===== src/rtl/ex_hazard_ctrl.sv =====
// rtl/ex_hazard_ctrl.sv - ID/EX consumer-side hazard control: load-use stalls, flushes, forwarding, perf counters
// State advances on the falling edge, matching the pipeline registers it steers.
module ex_hazard_ctrl #(
  parameter int LU_STALL_CYCLES = 1,
  parameter int CNT_W           = 16
) (
  input  logic             clk,
  input  logic             reset,
  input  logic [4:0]       id_rs,
  input  logic [4:0]       id_rt,
  input  logic             id_uses_rs,
  input  logic             id_uses_rt,
  input  logic             id_jump,
  input  logic             idex_mem_read,
  input  logic [4:0]       idex_rs,
  input  logic [4:0]       idex_rt,
  input  logic             branch_taken_ex,
  input  logic             exmem_reg_write,
  input  logic [4:0]       exmem_rd,
  input  logic             memwb_reg_write,
  input  logic [4:0]       memwb_rd,
  output logic             pc_write_en,
  output logic             ifid_write_en,
  output logic             ifid_flush,
  output logic             idex_bubble,
  output logic [1:0]       fwd_a,
  output logic [1:0]       fwd_b,
  output logic [CNT_W-1:0] stall_count,
  output logic [CNT_W-1:0] flush_count
);

  typedef enum logic {
    RUN      = 1'b0,
    LU_STALL = 1'b1
  } state_t;

  localparam logic [2:0] LU_INIT = 3'(LU_STALL_CYCLES - 1);
  localparam logic [CNT_W-1:0] CNT_MAX = {CNT_W{1'b1}};

  state_t     state;
  logic [2:0] remaining;
  logic       lu_haz;
  logic       stall_inc;
  logic       flush_inc;

  assign lu_haz = idex_mem_read && (idex_rt != 5'd0) &&
                  ((id_uses_rs && (idex_rt == id_rs)) ||
                   (id_uses_rt && (idex_rt == id_rt)));

  // Control outputs; a taken branch overrides everything, including an ongoing stall.
  always_comb begin
    pc_write_en   = 1'b1;
    ifid_write_en = 1'b1;
    ifid_flush    = 1'b0;
    idex_bubble   = 1'b0;
    stall_inc     = 1'b0;
    flush_inc     = 1'b0;
    if (reset) begin
      pc_write_en   = 1'b0;
      ifid_write_en = 1'b0;
      ifid_flush    = 1'b1;
      idex_bubble   = 1'b1;
    end else if (branch_taken_ex) begin
      ifid_flush  = 1'b1;
      idex_bubble = 1'b1;
      flush_inc   = 1'b1;
    end else if (state == LU_STALL || lu_haz) begin
      pc_write_en   = 1'b0;
      ifid_write_en = 1'b0;
      idex_bubble   = 1'b1;
      stall_inc     = 1'b1;
    end else if (id_jump) begin
      ifid_flush = 1'b1;
      flush_inc  = 1'b1;
    end
  end

  always_comb begin
    fwd_a = 2'b00;
    fwd_b = 2'b00;
    if (!reset) begin
      if (exmem_reg_write && exmem_rd != 5'd0 && exmem_rd == idex_rs)
        fwd_a = 2'b10;
      else if (memwb_reg_write && memwb_rd != 5'd0 && memwb_rd == idex_rs)
        fwd_a = 2'b01;
      if (exmem_reg_write && exmem_rd != 5'd0 && exmem_rd == idex_rt)
        fwd_b = 2'b10;
      else if (memwb_reg_write && memwb_rd != 5'd0 && memwb_rd == idex_rt)
        fwd_b = 2'b01;
    end
  end

  always_ff @(negedge clk or posedge reset) begin
    if (reset) begin
      state       <= RUN;
      remaining   <= 3'd0;
      stall_count <= '0;
      flush_count <= '0;
    end else begin
      if (stall_inc && stall_count != CNT_MAX)
        stall_count <= stall_count + 1'b1;
      if (flush_inc && flush_count != CNT_MAX)
        flush_count <= flush_count + 1'b1;
      case (state)
        RUN: begin
          if (!branch_taken_ex && lu_haz && LU_STALL_CYCLES > 1) begin
            state     <= LU_STALL;
            remaining <= LU_INIT;
          end
        end
        LU_STALL: begin
          if (branch_taken_ex) begin
            state     <= RUN;
            remaining <= 3'd0;
          end else begin
            remaining <= remaining - 3'd1;
            if (remaining <= 3'd1)
              state <= RUN;
          end
        end
        default: begin
          state     <= RUN;
          remaining <= 3'd0;
        end
      endcase
    end
  end

endmodule


===== config.mk =====
export PLATFORM = sky130hd
export DESIGN_NAME = ex_hazard_ctrl
export DESIGN_NICKNAME = d
export VERILOG_FILES = /design/src/rtl/ex_hazard_ctrl.sv
export SDC_FILE = /design/constraint.sdc
export NUM_CORES = 1
export LEC_CHECK = 0
export BUFFER_PORTS_ARGS = -buffer_cell sky130_fd_sc_hd__clkbuf_2
export CORE_UTILIZATION = 38
export CTS_BUF_LIST = sky130_fd_sc_hd__clkbuf_8
export DETAILED_ROUTE_END_ITERATION = 10
export PLACE_DENSITY_LB_ADDON = 0.12
export SLEW_MARGIN = 20
export SYNTH_ARGS = -nofsm -noshare
export SYNTH_HDL_FRONTEND = slang
export SYNTH_SLANG_ARGS = --single-unit

===== constraint.sdc =====
create_clock -name clk -period 5.4 [get_ports clk]
set_clock_uncertainty 0.2 [all_clocks]
set_input_delay 1.62 -clock clk [delete_from_list [all_inputs] [get_ports clk]]
set_output_delay 1.62 -clock clk [all_outputs]
set_load 0.005 [all_outputs]

==> impl_table.tex <==
\begin{tabular}{lr}
\hline
Metric & Value \\
\hline
\multicolumn{2}{l}{\textbf{Timing}} \\
Setup repair after global routing missed its margin & true \\
Setup-violating endpoint count in the final report & 37 \\
Hold violation total from the final report & 0 \\
Final setup slack of the worst path & -0.782 ns \\
Max-slew violation count & 0 \\
Worst-margin pin slew & 0.590 ns \\
Slew headroom & 60.6\% \\
\multicolumn{2}{l}{\textbf{Synth}} \\
Synth async-reset ratio & 100\% \\
Post-Synthesis Cell Area & about 0.0023 mm² \\
Leading register cell type out of synthesis & dfrtn\_1 \\
Yosys synthesis warning count & 0 \\
Top cell types by occurrence after synthesis & xnor2\_1 (37), dfrtn\_1 (36), xor2\_1 (21), nand2\_1 (18), nor2\_1 (14) \\
Share of synthesized area occupied by flip-flops and latches & around two fifths \\
Total of flip-flops plus latches after synthesis & 36 \\
Fraction of synthesized cell area taken by the top area cell type & 39.8\% \\
Number of distinct library cells after synthesis & 35 \\
Leading cell types by total area after synthesis & dfrtn\_1 (40\%), xnor2\_1 (14\%), xor2\_1 (8.1\%) \\
Number of enable-type register cells in the synthesized netlist & 0 \\
Largest area contributor in the synthesized netlist & dfrtn\_1 \\
Mean post-synth cell area & 9.66 µm² \\
Count leader, synth & xnor2\_1 \\
Cell count after synthesis & 234 \\
Post-synth net total & about 280 \\
\multicolumn{2}{l}{\textbf{Routing}} \\
Drt initial violations & 77 \\
Total via count after detailed routing & 2,256 \\
Average wire length per cell after detail routing & 14.2 µm \\
ANT nets after route & 0 \\
Total Wirelength & 6340 µm \\
Final routed DRC violation total & 0 \\
Routed via count divided by cell count & approximately 5 \\
Routed met1 length & 2820 µm \\
Met3 wire length & $\sim$330 µm \\
Top sig layer & met4 \\
TritonRoute pass-1 iters & 4 \\
WL met2 & 3100 µm \\
\multicolumn{2}{l}{\textbf{Critical path}} \\
Classification of the worst setup path & in2reg \\
Endpoint of the most critical register-to-register path & stall\_count[1] \\
Startpoint Class & input pin \\
Setup slack of the worst register-to-register path & 2.67 ns \\
CP required & 2.64 ns \\
Maximum fanout encountered on the critical timing path & 5 \\
Critical path data arrival time & 3.43 ns \\
Length in cells of the worst reg-to-reg path & 7 \\
CP Capture Type & flip-flop \\
Reg2reg start & stall\_count[5] \\
\multicolumn{2}{l}{\textbf{Placement}} \\
Post-placement worst setup slack & -1.12 ns \\
\# placed instances & 410 \\
Placer Congestion & 0.785 \\
Area after DPL & 0.00298 mm² \\
Placed wire-length estimate after detailed placement & $\sim$4400 µm \\
Port bufs & 78 \\
\multicolumn{2}{l}{\textbf{Floorplan}} \\
Area of the core & 0.00561 mm² \\
Height of the die & 79.1 µm \\
IO Count & 79 \\
Full die area & 0.00626 mm² \\
Core Rows & 27 \\
Floorplan die width & 79.1 µm \\
Starting Density & 40.3\% \\
\multicolumn{2}{l}{\textbf{Final layout}} \\
Post-Layout Inst Area & 0.00356 mm² \\
Share of final-layout standard cells stronger than drive strength 1 & 49.9\% \\
Diodes inserted & 0 \\
Finished Core Util & $\sim$64\% \\
Area growth from synthesis to layout & 57.6\% \\
Number of nets in the layout & between 400 and 500 \\
Non-filler instance count after layout & 447 \\
\multicolumn{2}{l}{\textbf{CTS}} \\
Clock transition at the register clock pins on the worst setup and hold paths after CTS & 0.05 ns \\
Hold bufs inserted after CTS & 0 \\
Root Driver & clkbuf\_8 \\
TritonCTS clock tree & built \\
Total CTS buffers & 5 \\
Maximum buffer depth of the clock tree & 2 \\
Clk\_lat worst skew & 0.30 ns \\
\# H-tree levels & 2 \\
Clock sinks & 36 \\
\multicolumn{2}{l}{\textbf{Power and ir drop}} \\
Peak VDD IR & 0.000200 V \\
Power per unit of standard cell area & 217 mW/mm² \\
Sum of internal, switching and leakage power & a little under 0.8 mW \\
Leakage component of the power & 1.81 nW \\
\multicolumn{2}{l}{\textbf{GRT}} \\
Aggregate global routing overflow & 0 \\
Vias in the first global route & around 2,200 \\
Initial antenna violation count & 0 \\
Total Routing Usage GR & 20.8\% \\
First-pass GRT wire length & about 10,000 µm \\
Largest net degree at the start of global routing & 21 \\
\multicolumn{2}{l}{\textbf{Hold path}} \\
Cells on Worst Hold Path & 1 \\
Endpoint of the worst hold path & stall\_count[7] \\
Class of the most critical hold timing path & reg2reg \\
Hold path startpoint & stall\_count[7] \\
\multicolumn{2}{l}{\textbf{Status}} \\
Result of the run & finished, violations left \\
Failing checks & negative setup slack \\
\multicolumn{2}{l}{\textbf{Run}} \\
MaxCap Viol Count & 0 \\
\hline
\end{tabular}
[registers in the layout, indices dropped and copies added (netlist names)]
register	cells
flush_count	16
remaining	3
stall_count	16
state	1
[kinds of logic after synthesis]
family | Yosys count | share of synthesized area, %
flip-flops | 36 | 39.8
adder cells (fa/ha/maj) | 4 | 2.21
XOR/XNOR | 58 | 22.5
AND/OR/NAND/NOR | 86 | 19.8
AO/OA/AOI/OAI | 29 | 9.80
buffers and inverters | 17 | 3.87
multiplexers | 4 | 1.99
[critical path, stage by stage]
cell	delay [ns]
buf_6	0.09
or4_4	0.53
o21a_4	0.22
a2111oi_4	0.36
buf_4	0.22
o21ai_4	0.07
mux2_4	0.30
[per-layer routing]
| layer | up-vias | track usage, % |
|---|---|---|
| li1 | 1113 | - |
| met5 | - | 0 |
| met1 | 1078 | 26.6 |
| met2 | 56 | 34.5 |
| met3 | 9 | 5.17 |
| met4 | 0 | 6.18 |
[metrics by stage]
stage / hold WS (ns) / TNS, ns
after detailed placement: 0.243 / -31.78
final: 0.226 / -21.33
after CTS: 0.251 / -22.11
after global placement: 0.230 / -30.76
after floorplan: 0.222 / -27.49
after global routing: 0.252 / -23.77
[cells in the final DEF (no fill, tap or decap), types with 2 or more instances in the layout]
cell / netlist / layout
and3_1: 7 / 7
buf_2: 1 / 5
buf_4: 2 / 56
buf_6: 2 / 10
clkbuf_2: 0 / 72
clkbuf_8: 0 / 7
dfrtn_1: 36 / 36
ha_1: 4 / 4
inv_1: 7 / 6
mux2_4: 0 / 2
nand2_1: 18 / 17
nand2b_1: 3 / 3
nand3_1: 8 / 8
nand4_1: 9 / 9
nor2_1: 14 / 11
nor2_2: 0 / 2
nor3_1: 9 / 3
nor3_2: 0 / 3
nor3_4: 0 / 3
nor4_1: 9 / 5
nor4_2: 0 / 2
nor4_4: 0 / 2
o2111ai_1: 2 / 2
o211ai_1: 10 / 10
o21ai_0: 6 / 6
or4_1: 5 / 4
xnor2_1: 37 / 29
xnor2_2: 0 / 8
xor2_1: 21 / 21
[worst max path at each step]
stage / startpoint / to / slack, ns / depth (start not counted)
finish: idex_rt[1] / flush_count[1] / -0.78 / 7
global route: idex_rt[1] / flush_count[1] / -0.85 / 7
CTS: idex_rt[1] / flush_count[1] / -0.78 / 7
detailed placement: idex_rt[1] / flush_count[14] / -1.12 / 7
global placement: idex_rt[1] / flush_count[14] / -1.10 / 7
floorplan: idex_rt[1] / flush_count[14] / -1.00 / 6
[report_power, final]
| part | internal, mW | switching, mW |
|---|---|---|
| Sequential | 0.301 | 0.0157 |
| Combinational | 0.135 | 0.109 |
| Clock | 0.114 | 0.0984 |
[final cells by class]
cell class,count,area (µm²)
Multi-Input combinational cell,181,1510
Fill cell,500,2050
Inverter,7,30.0
Timing Repair Buffer,144,938
Tap cell,72,90.1
Sequential cell,36,901
Clock buffer,7,96.3
[what timing repair did]
action                                  4_1_cts  5_1_grt
gates resized for setup                      17       38
pin swaps                                     8       17
endpoints found under the setup margin       55       44
buffers inserted                             19       11
gates cloned                                  2        0
Note: power is estimated with default switching activity, not from simulation.
